### config.mk
export PLATFORM = sky130hd
export DESIGN_NAME = serial_addsub_flat
export DESIGN_NICKNAME = d
export VERILOG_FILES = /design/src/rtl/serial_addsub_pkg.sv /design/src/rtl/serial_addsub_if.sv /design/src/rtl/serial_addsub_fa_cell.sv /design/src/rtl/serial_addsub.sv /design/src/flat_wrapper.sv
export SDC_FILE = /design/constraint.sdc
export NUM_CORES = 1
export LEC_CHECK = 0
export ABC_AREA = 1
export BUFFER_PORTS_ARGS = -buffer_cell sky130_fd_sc_hd__buf_2
export CORE_ASPECT_RATIO = 0.9
export CORE_UTILIZATION = 45
export CTS_CLUSTER_SIZE = 10
export DETAILED_ROUTE_END_ITERATION = 16
export GPL_ROUTABILITY_DRIVEN = 0
export PLACE_DENSITY = 0.67
export SLEW_MARGIN = 20
export SYNTH_ARGS = -nofsm -noshare
export SYNTH_HDL_FRONTEND = slang
export SYNTH_SLANG_ARGS = --single-unit
### constraint.sdc
create_clock -name clk -period 1.45 [get_ports clk]
set_input_delay 0.29 -clock clk [delete_from_list [all_inputs] [get_ports clk]]
set_output_delay 0.29 -clock clk [all_outputs]
set_load 0.03 [all_outputs]
### src/rtl/serial_addsub_pkg.sv
// serial_addsub_pkg: shared constants for the serial arithmetic blocks
package serial_addsub_pkg;
    localparam logic [1:0] IDLE = 2'd0;
    localparam logic [1:0] RUN  = 2'd1;
    localparam logic [1:0] DONE = 2'd2;
    function automatic int cnt_w(int n);
        return n > 1 ? $clog2(n) : 1;
    endfunction
endpackage

### src/rtl/serial_addsub_if.sv
// serial_addsub_if: operand/result handshake bundle for serial_addsub
interface serial_addsub_if #(parameter int WIDTH = 8);
    logic             start, cin, sub, busy, done, cout, ovf;
    logic [WIDTH-1:0] a, b, sum;
    modport master(output start, a, b, cin, sub, input busy, done, sum, cout, ovf);
    modport slave(input start, a, b, cin, sub, output busy, done, sum, cout, ovf);
endinterface

### src/rtl/serial_addsub_fa_cell.sv
// fa_cell: one-bit full adder
module fa_cell (
    input  logic a,
    input  logic b,
    input  logic ci,
    output logic s,
    output logic co
);
    assign s  = a ^ b ^ ci;
    assign co = (a & b) | (ci & (a ^ b));
endmodule

### src/rtl/serial_addsub.sv
// serial_addsub: multi-cycle add/subtract, BPC bits per clock, LSB slice first
module serial_addsub
    import serial_addsub_pkg::*;
#(
    parameter int WIDTH = 8,
    parameter int BPC   = 1
) (
    input logic clk,
    input logic rst,
    serial_addsub_if.slave bus
);
    localparam int N  = WIDTH / BPC;
    localparam int CW = cnt_w(N);
    if (BPC < 1 || WIDTH < 1 || WIDTH % BPC != 0) begin : g_bad
        $error("serial_addsub: WIDTH must be a positive multiple of BPC");
    end
    logic [1:0]       state;
    logic [CW-1:0]    cnt;
    logic [WIDTH-1:0] ra, rb, racc, nxt;
    logic             c;
    logic [BPC:0]     ch;
    logic [BPC-1:0]   ss;
    assign ch[0] = c;
    for (genvar i = 0; i < BPC; i++) begin : g_fa
        fa_cell u_fa (.a(ra[i]), .b(rb[i]), .ci(ch[i]), .s(ss[i]), .co(ch[i+1]));
    end
    // operands shift down so the active slice is always at bit 0; results enter at the top
    assign nxt      = (racc >> BPC) | (WIDTH'(ss) << (WIDTH - BPC));
    assign bus.busy = state == RUN;
    assign bus.done = state == DONE;
    always_ff @(posedge clk or posedge rst) begin
        if (rst) begin
            state    <= IDLE;
            cnt      <= '0;
            ra       <= '0;
            rb       <= '0;
            racc     <= '0;
            c        <= 1'b0;
            bus.sum  <= '0;
            bus.cout <= 1'b0;
            bus.ovf  <= 1'b0;
        end else if (bus.start && state != RUN) begin
            state <= RUN;
            ra    <= bus.a;
            rb    <= bus.sub ? ~bus.b : bus.b;
            c     <= bus.cin ^ bus.sub;
            cnt   <= '0;
        end else if (state == RUN) begin
            ra   <= ra >> BPC;
            rb   <= rb >> BPC;
            racc <= nxt;
            c    <= ch[BPC];
            cnt  <= cnt + 1'b1;
            if (cnt == CW'(N - 1)) begin
                state    <= DONE;
                bus.sum  <= nxt;
                bus.cout <= ch[BPC];
                bus.ovf  <= ch[BPC] ^ ch[BPC-1];
            end
        end else begin
            state <= IDLE;
        end
    end
endmodule
### src/flat_wrapper.sv
// flat-port wrapper written by rule: the top's interface ports become plain ports
module serial_addsub_flat import serial_addsub_pkg::*;
#(
    parameter int WIDTH = 8,
    parameter int BPC   = 1
)
  (clk, rst, bus_start, bus_a, bus_b, bus_cin, bus_sub, bus_busy, bus_done, bus_sum, bus_cout, bus_ovf);
  serial_addsub_if #(.WIDTH(WIDTH)) bus_i ();
  input logic clk;
  input logic rst;
  input wire logic [$bits(bus_i.start)-1:0] bus_start;
  input wire logic [$bits(bus_i.a)-1:0] bus_a;
  input wire logic [$bits(bus_i.b)-1:0] bus_b;
  input wire logic [$bits(bus_i.cin)-1:0] bus_cin;
  input wire logic [$bits(bus_i.sub)-1:0] bus_sub;
  output wire logic [$bits(bus_i.busy)-1:0] bus_busy;
  output wire logic [$bits(bus_i.done)-1:0] bus_done;
  output wire logic [$bits(bus_i.sum)-1:0] bus_sum;
  output wire logic [$bits(bus_i.cout)-1:0] bus_cout;
  output wire logic [$bits(bus_i.ovf)-1:0] bus_ovf;
  assign bus_i.start = bus_start;
  assign bus_i.a = bus_a;
  assign bus_i.b = bus_b;
  assign bus_i.cin = bus_cin;
  assign bus_i.sub = bus_sub;
  assign bus_busy = bus_i.busy;
  assign bus_done = bus_i.done;
  assign bus_sum = bus_i.sum;
  assign bus_cout = bus_i.cout;
  assign bus_ovf = bus_i.ovf;
  serial_addsub #(.WIDTH(WIDTH), .BPC(BPC)) u_core (.clk(clk), .rst(rst), .bus(bus_i));
endmodule
* Word-level counts from Yosys, hierarchy flattened
Cells that the tools add are included.
** Storage, ports and cells
- Flip-flop bits (word level) :: 40
** Cells by class
- Bitwise operators :: 10
- Reduce and logical (&&, ||, !) cells :: 4
- Eq/ne operators :: 5
- Add/subtract/negate cells :: 1
- Multiplexer cells :: 12
** Operators with widths (count)
- $mux 8 :: 5
- $not 8->8 :: 1
- $or 7x8->8 :: 1
- $mux 2 :: 3
- $mux 3 :: 2
- $xor 1x1->1 :: 4
- $add 3x1->3 const B :: 1
- $eq 3x3->1 const B :: 1
- $ne 3x1->1 const B :: 1
- $reduce_and 3->1 :: 1
- $and 1x1->1 :: 2
- $eq 2x1->1 const B :: 1
- $eq 2x2->1 const B :: 1
- $mux 1 :: 2
- $ne 2x1->1 const B :: 1
- $reduce_and 2->1 :: 1
- $reduce_bool 2->1 :: 1
- $logic_and 1x1->1 :: 1
- $not 1->1 :: 1
- $or 1x1->1 :: 1

* Depth between registers and ports, before layout
- Depth after elaboration :: 5
- Depth in mapped cells :: 6

* By module
Synthesis repeated with hierarchy kept, for this count alone.
** Second synthesis, totals
- Cells, all modules :: 217
- Area, all modules :: 1808.0 um^2
** By module, submodules not included
- serial_addsub :: area an instance 1788.0 um^2, cells each 216, sequential area each 975.9 um^2, times used 1
- fa_cell :: area an instance 20.0 um^2, cells each 1, sequential area each 0.0 um^2, times used 1

* Least setup slack after synthesis
No wires, ideal clock.
- Kind :: reg2reg
- From :: reg u_core.ra[0]
- To :: reg u_core.bus.ovf
- Library setup time :: 0.117 ns
- Data required time :: 1.333 ns
- Cell stages (with the launch flop) :: 5
- Buffers on the path :: 0
- Data arrival time :: 1.105 ns
- Path slack :: 0.229 ns
- Cell sequence :: dfrtp_1 -> fa_1 -> xor2_1 -> nand2_1 -> nand2_1
** Between the ends
- Word-level cells in the longest chain between the ends :: 4
- Elaborated cells between the ends (all ways) :: 5
- Those cells by class :: bitwise: 5
** Ends and longest elaborated chain
- from (decl) :: RTL line serial_addsub.sv:19 : logic [WIDTH-1:0] ra, rb, racc, nxt;
- from (signal assigned) :: RTL line serial_addsub.sv:44 : ra <= bus.a;
- from (signal assigned) :: RTL line serial_addsub.sv:49 : ra <= ra >> BPC;
- $xor 1x1->1 :: RTL line serial_addsub_fa_cell.sv:10 : assign co = (a & b) | (ci & (a ^ b));
- $and 1x1->1 :: RTL line serial_addsub_fa_cell.sv:10
- $or 1x1->1 (*) :: RTL line serial_addsub_fa_cell.sv:10
- net u_core.g_fa[0].u_fa.co :: RTL line serial_addsub_fa_cell.sv:7 : output logic co
- $xor 1x1->1 (*) :: RTL line serial_addsub.sv:58 : bus.ovf <= ch[BPC] ^ ch[BPC-1];
- to (signal assigned) :: RTL line serial_addsub.sv:58
- to (decl) :: RTL line serial_addsub_if.sv:6 : modport slave(input start, a, b, cin, sub, output busy, done, sum, cout, ovf);
Mark *: on every way through the listed nets, which the timed path passes. The rest lies on a longest branch.
A chain may end at the register's enable or synchronous reset.

* Final worst setup path
- From :: reg u_core.state[0]
- To :: out bus_busy
** Between the ends
- Word-level cells in the longest chain between the ends :: 1
** Ends and longest elaborated chain
- from (decl) :: RTL line serial_addsub.sv:17 : logic [1:0] state;
- from (signal assigned) :: RTL line serial_addsub.sv:33 : state <= IDLE;
- from (signal assigned) :: RTL line serial_addsub.sv:43 : state <= RUN;
- from (signal assigned) :: RTL line serial_addsub.sv:55 : state <= DONE;
- $eq 2x1->1 :: RTL line serial_addsub.sv:29 : assign bus.busy = state == RUN;
- to (decl) :: RTL line flat_wrapper.sv:16 : output wire logic [$bits(bus_i.busy)-1:0] bus_busy;
No other way between the ends.

==> impl_metrics.ini <==
[timing]
worst_slack_ps = 68.0
period_needed_ps = 1380
clock_skew_ps = 6.23
grt_setup_unrepaired = no
slew_violations = 0
finalSetupTns_ps = 0
setup_viol = 0
hold_viol_final = 0
max_slew_margin_pct = 68.9
max_freq_mhz = 724
post-route-period-util_pct = 95.3
tightestPinTransition_ps = 466

[synthesis]
ys_seq_area_share_pct = 52.8
synth_top_cell_by_area = dfrtp_1
synth_cell_types = 21
synth_top_area_share_pct = 52.8
syn_nets = 241
synth_area_um2 = 1850
synth-seq-cells = 39
yosysWarnings = 0
syn_avg_cell_area_um2 = 8.51
netlist_instances = 217
ys_top_cells_by_area = dfrtp_1 (53%), nand2_1 (18%), nand3_1 (8.7%)

[setup_path]
r2r_cells = 6
cp-start-kind = flip-flop
endpoint = bus_busy
cp_cell_sequence = inv_2, nor2_4, buf_2
crit_type = reg2out
cp.depth = 3
crit_buf_inv = 2
crit_path_start = u_core.state[0]
endpoint_kind = primary output
cp_slowest_cell = dfrtp_2
cp.required_ps = 1160
rr_endpoint = u_core.bus.cout
worstPathMaxFanout = 4
crit_family = flip-flops
r2r-start = u_core.cnt[0]
critPathArrivalTime_ps = 1090
max_stage_delay_ps = 420
rrSetupSlack_ps = 90

[clock_network]
clkSinkCount = 39
insertion_delay_ps = 280
cts_max_path_buffers = 2
h-tree-depth = 2
cts_root_buffer = clkbuf_8
cts_tree = done
clkTransAtPathRegs_ps = 70
numCtsBuffers = 5

[placement]
pre_cts_ws_ps = 112
dpl.hpwl_mm = 2.35
dpl_cell_area_um2 = 2020
io_buffers = 32

[floorplanning]
dieArea_um2 = 4360
row_count = 21
pin_count = 33
die_h_um = 62.8
core_um2 = 3810
dieWidth_um = 69.5
start_util_pct = 48.5

[finish]
final_common_cell = nand2_1
area_delta_synth_final_pct = 14.6
drive_above_1_share_pct = 23.2
final_area_um2 = 2120
fin_nets = 277
utilization_pct = 55.6
final_cell_mix = nand2_1 (89), dfrtp_1 (38), nand3_1 (32), buf_2 (31), inv_1 (19)
antenna_cells = 0

[route]
drcViolationCount = 0
routedWlPerCell_um = 11.2
num_vias = 1441
routed_wl_mm = 3.36
drtAntennaViolNets = 0
dr.pass1.iters = 4
drt_iter0_markers = 84
viasPerCell = 4.80

[power_and_ir_drop]
p_per_area_nw_per_um2 = 1900
max-vdd-ir-drop_mv = 0.886
power_mw = 4.01
p_leak_nw = 1.18

[global_route]
grt-ovfl-total = 0
grt_max_degree = 40
grt_pass1_vias = 1367
antenna_found_initial = 0
grt_usage_pct = 17.7
grt_pass1_wl_mm = 6.11

[run_status]
status = finished, final reports clean

[worst_hold_path]
worst_hold_path_type = in2async

[job]
maxCapViolCount = 0
-- area by class of cell --
| type | instances | area (um^2) |
|---|---|---|
| Fill cell | 365 | 1690 |
| Sequential cell | 39 | 977 |
| Multi-Input combinational cell | 147 | 711 |
| Timing Repair Buffer | 38 | 208 |
| Inverter | 22 | 82.6 |
| Clock buffer | 7 | 76.3 |
| Tap cell | 46 | 57.6 |
| Clock inverter | 1 | 5.00 |
-- cells by family after synthesis --
| logic type | after synthesis | share of synthesized area (%) |
|---|---|---|
| and+or+nand+nor | 126 | 28.6 |
| AOI/OAI and AO/OA | 16 | 6.37 |
| adders and majority gates | 3 | 2.44 |
| buffers and inverters | 31 | 8.81 |
| xor gates and xnor gates | 2 | 0.949 |
| DFF | 39 | 52.8 |
-- synth_stat cells --
cell     instances
nand3_1         32
dfrtp_1         39
xor2_1           2
a21oi_4          1
fa_1             1
buf_12           1
inv_2            3
inv_1           19
ha_1             2
nand2_1         89
buf_2            3
nand2_4          1
a21oi_1          1
o21ai_0          7
nor2_1           3
o21ai_2          7
buf_8            1
nor2_4           1
buf_6            1
buf_1            1
buf_4            2
-- worst min-delay path by stage --
stage / slack, ps / end / cells past startpoint
finish: 110 / u_core.racc[6] / 3
detailed placement: 430 / u_core.bus.sum[4] / 3
floorplan: 410 / u_core.ra[7] / 2
CTS: 120 / u_core.bus.sum[4] / 3
global placement: 430 / u_core.bus.sum[5] / 3
global route: 160 / u_core.bus.sum[4] / 3
-- metal layers --
metal  share of wire (%)  GRT usage (%)  vias up
met4                0.80           6.12        0
met1                  52           25.2      673
met3                 3.1           3.55        2
met2                  44           26.8       22
met5                   0              0        -
li1                    -              -      744
-- registers in the layout, summed over array words and instances (netlist names) --
name             cells
u_core.ra            8
u_core.bus.ovf       1
u_core.bus.cout      1
u_core.bus.sum       8
u_core.cnt           3
u_core.rb            8
u_core.state         2
u_core.c             1
u_core.racc          7
-- worst register-to-register path, delay by kind of cell, from the launching register on --
family	cells	cell delay, ps
DFF	1	410
buffers and inverters	1	90
adders and majority gates	2	420
and+or+nand+nor	3	320
-- per-stage QoR --
step	std cells	hold WS [ps]
floorplan	217	407
global placement	291	430
detailed placement	291	430
CTS	300	124
global route	300	161
finish	300	110
-- power by group --
group / switching [mW] / internal, mW
clock: 0.341 / 0.337
combinational: 1.04 / 0.559
sequential: 0.236 / 1.50
-- what timing repair did --
item | in CTS | in global routing
gates resized for setup | 0 | 4
hold buffers | 0 | 0
endpoints found under the setup margin | 1 | 3
pin swaps | 1 | 0
setup buffers | 1 | 0
Power figures use the tool's default switching activity.
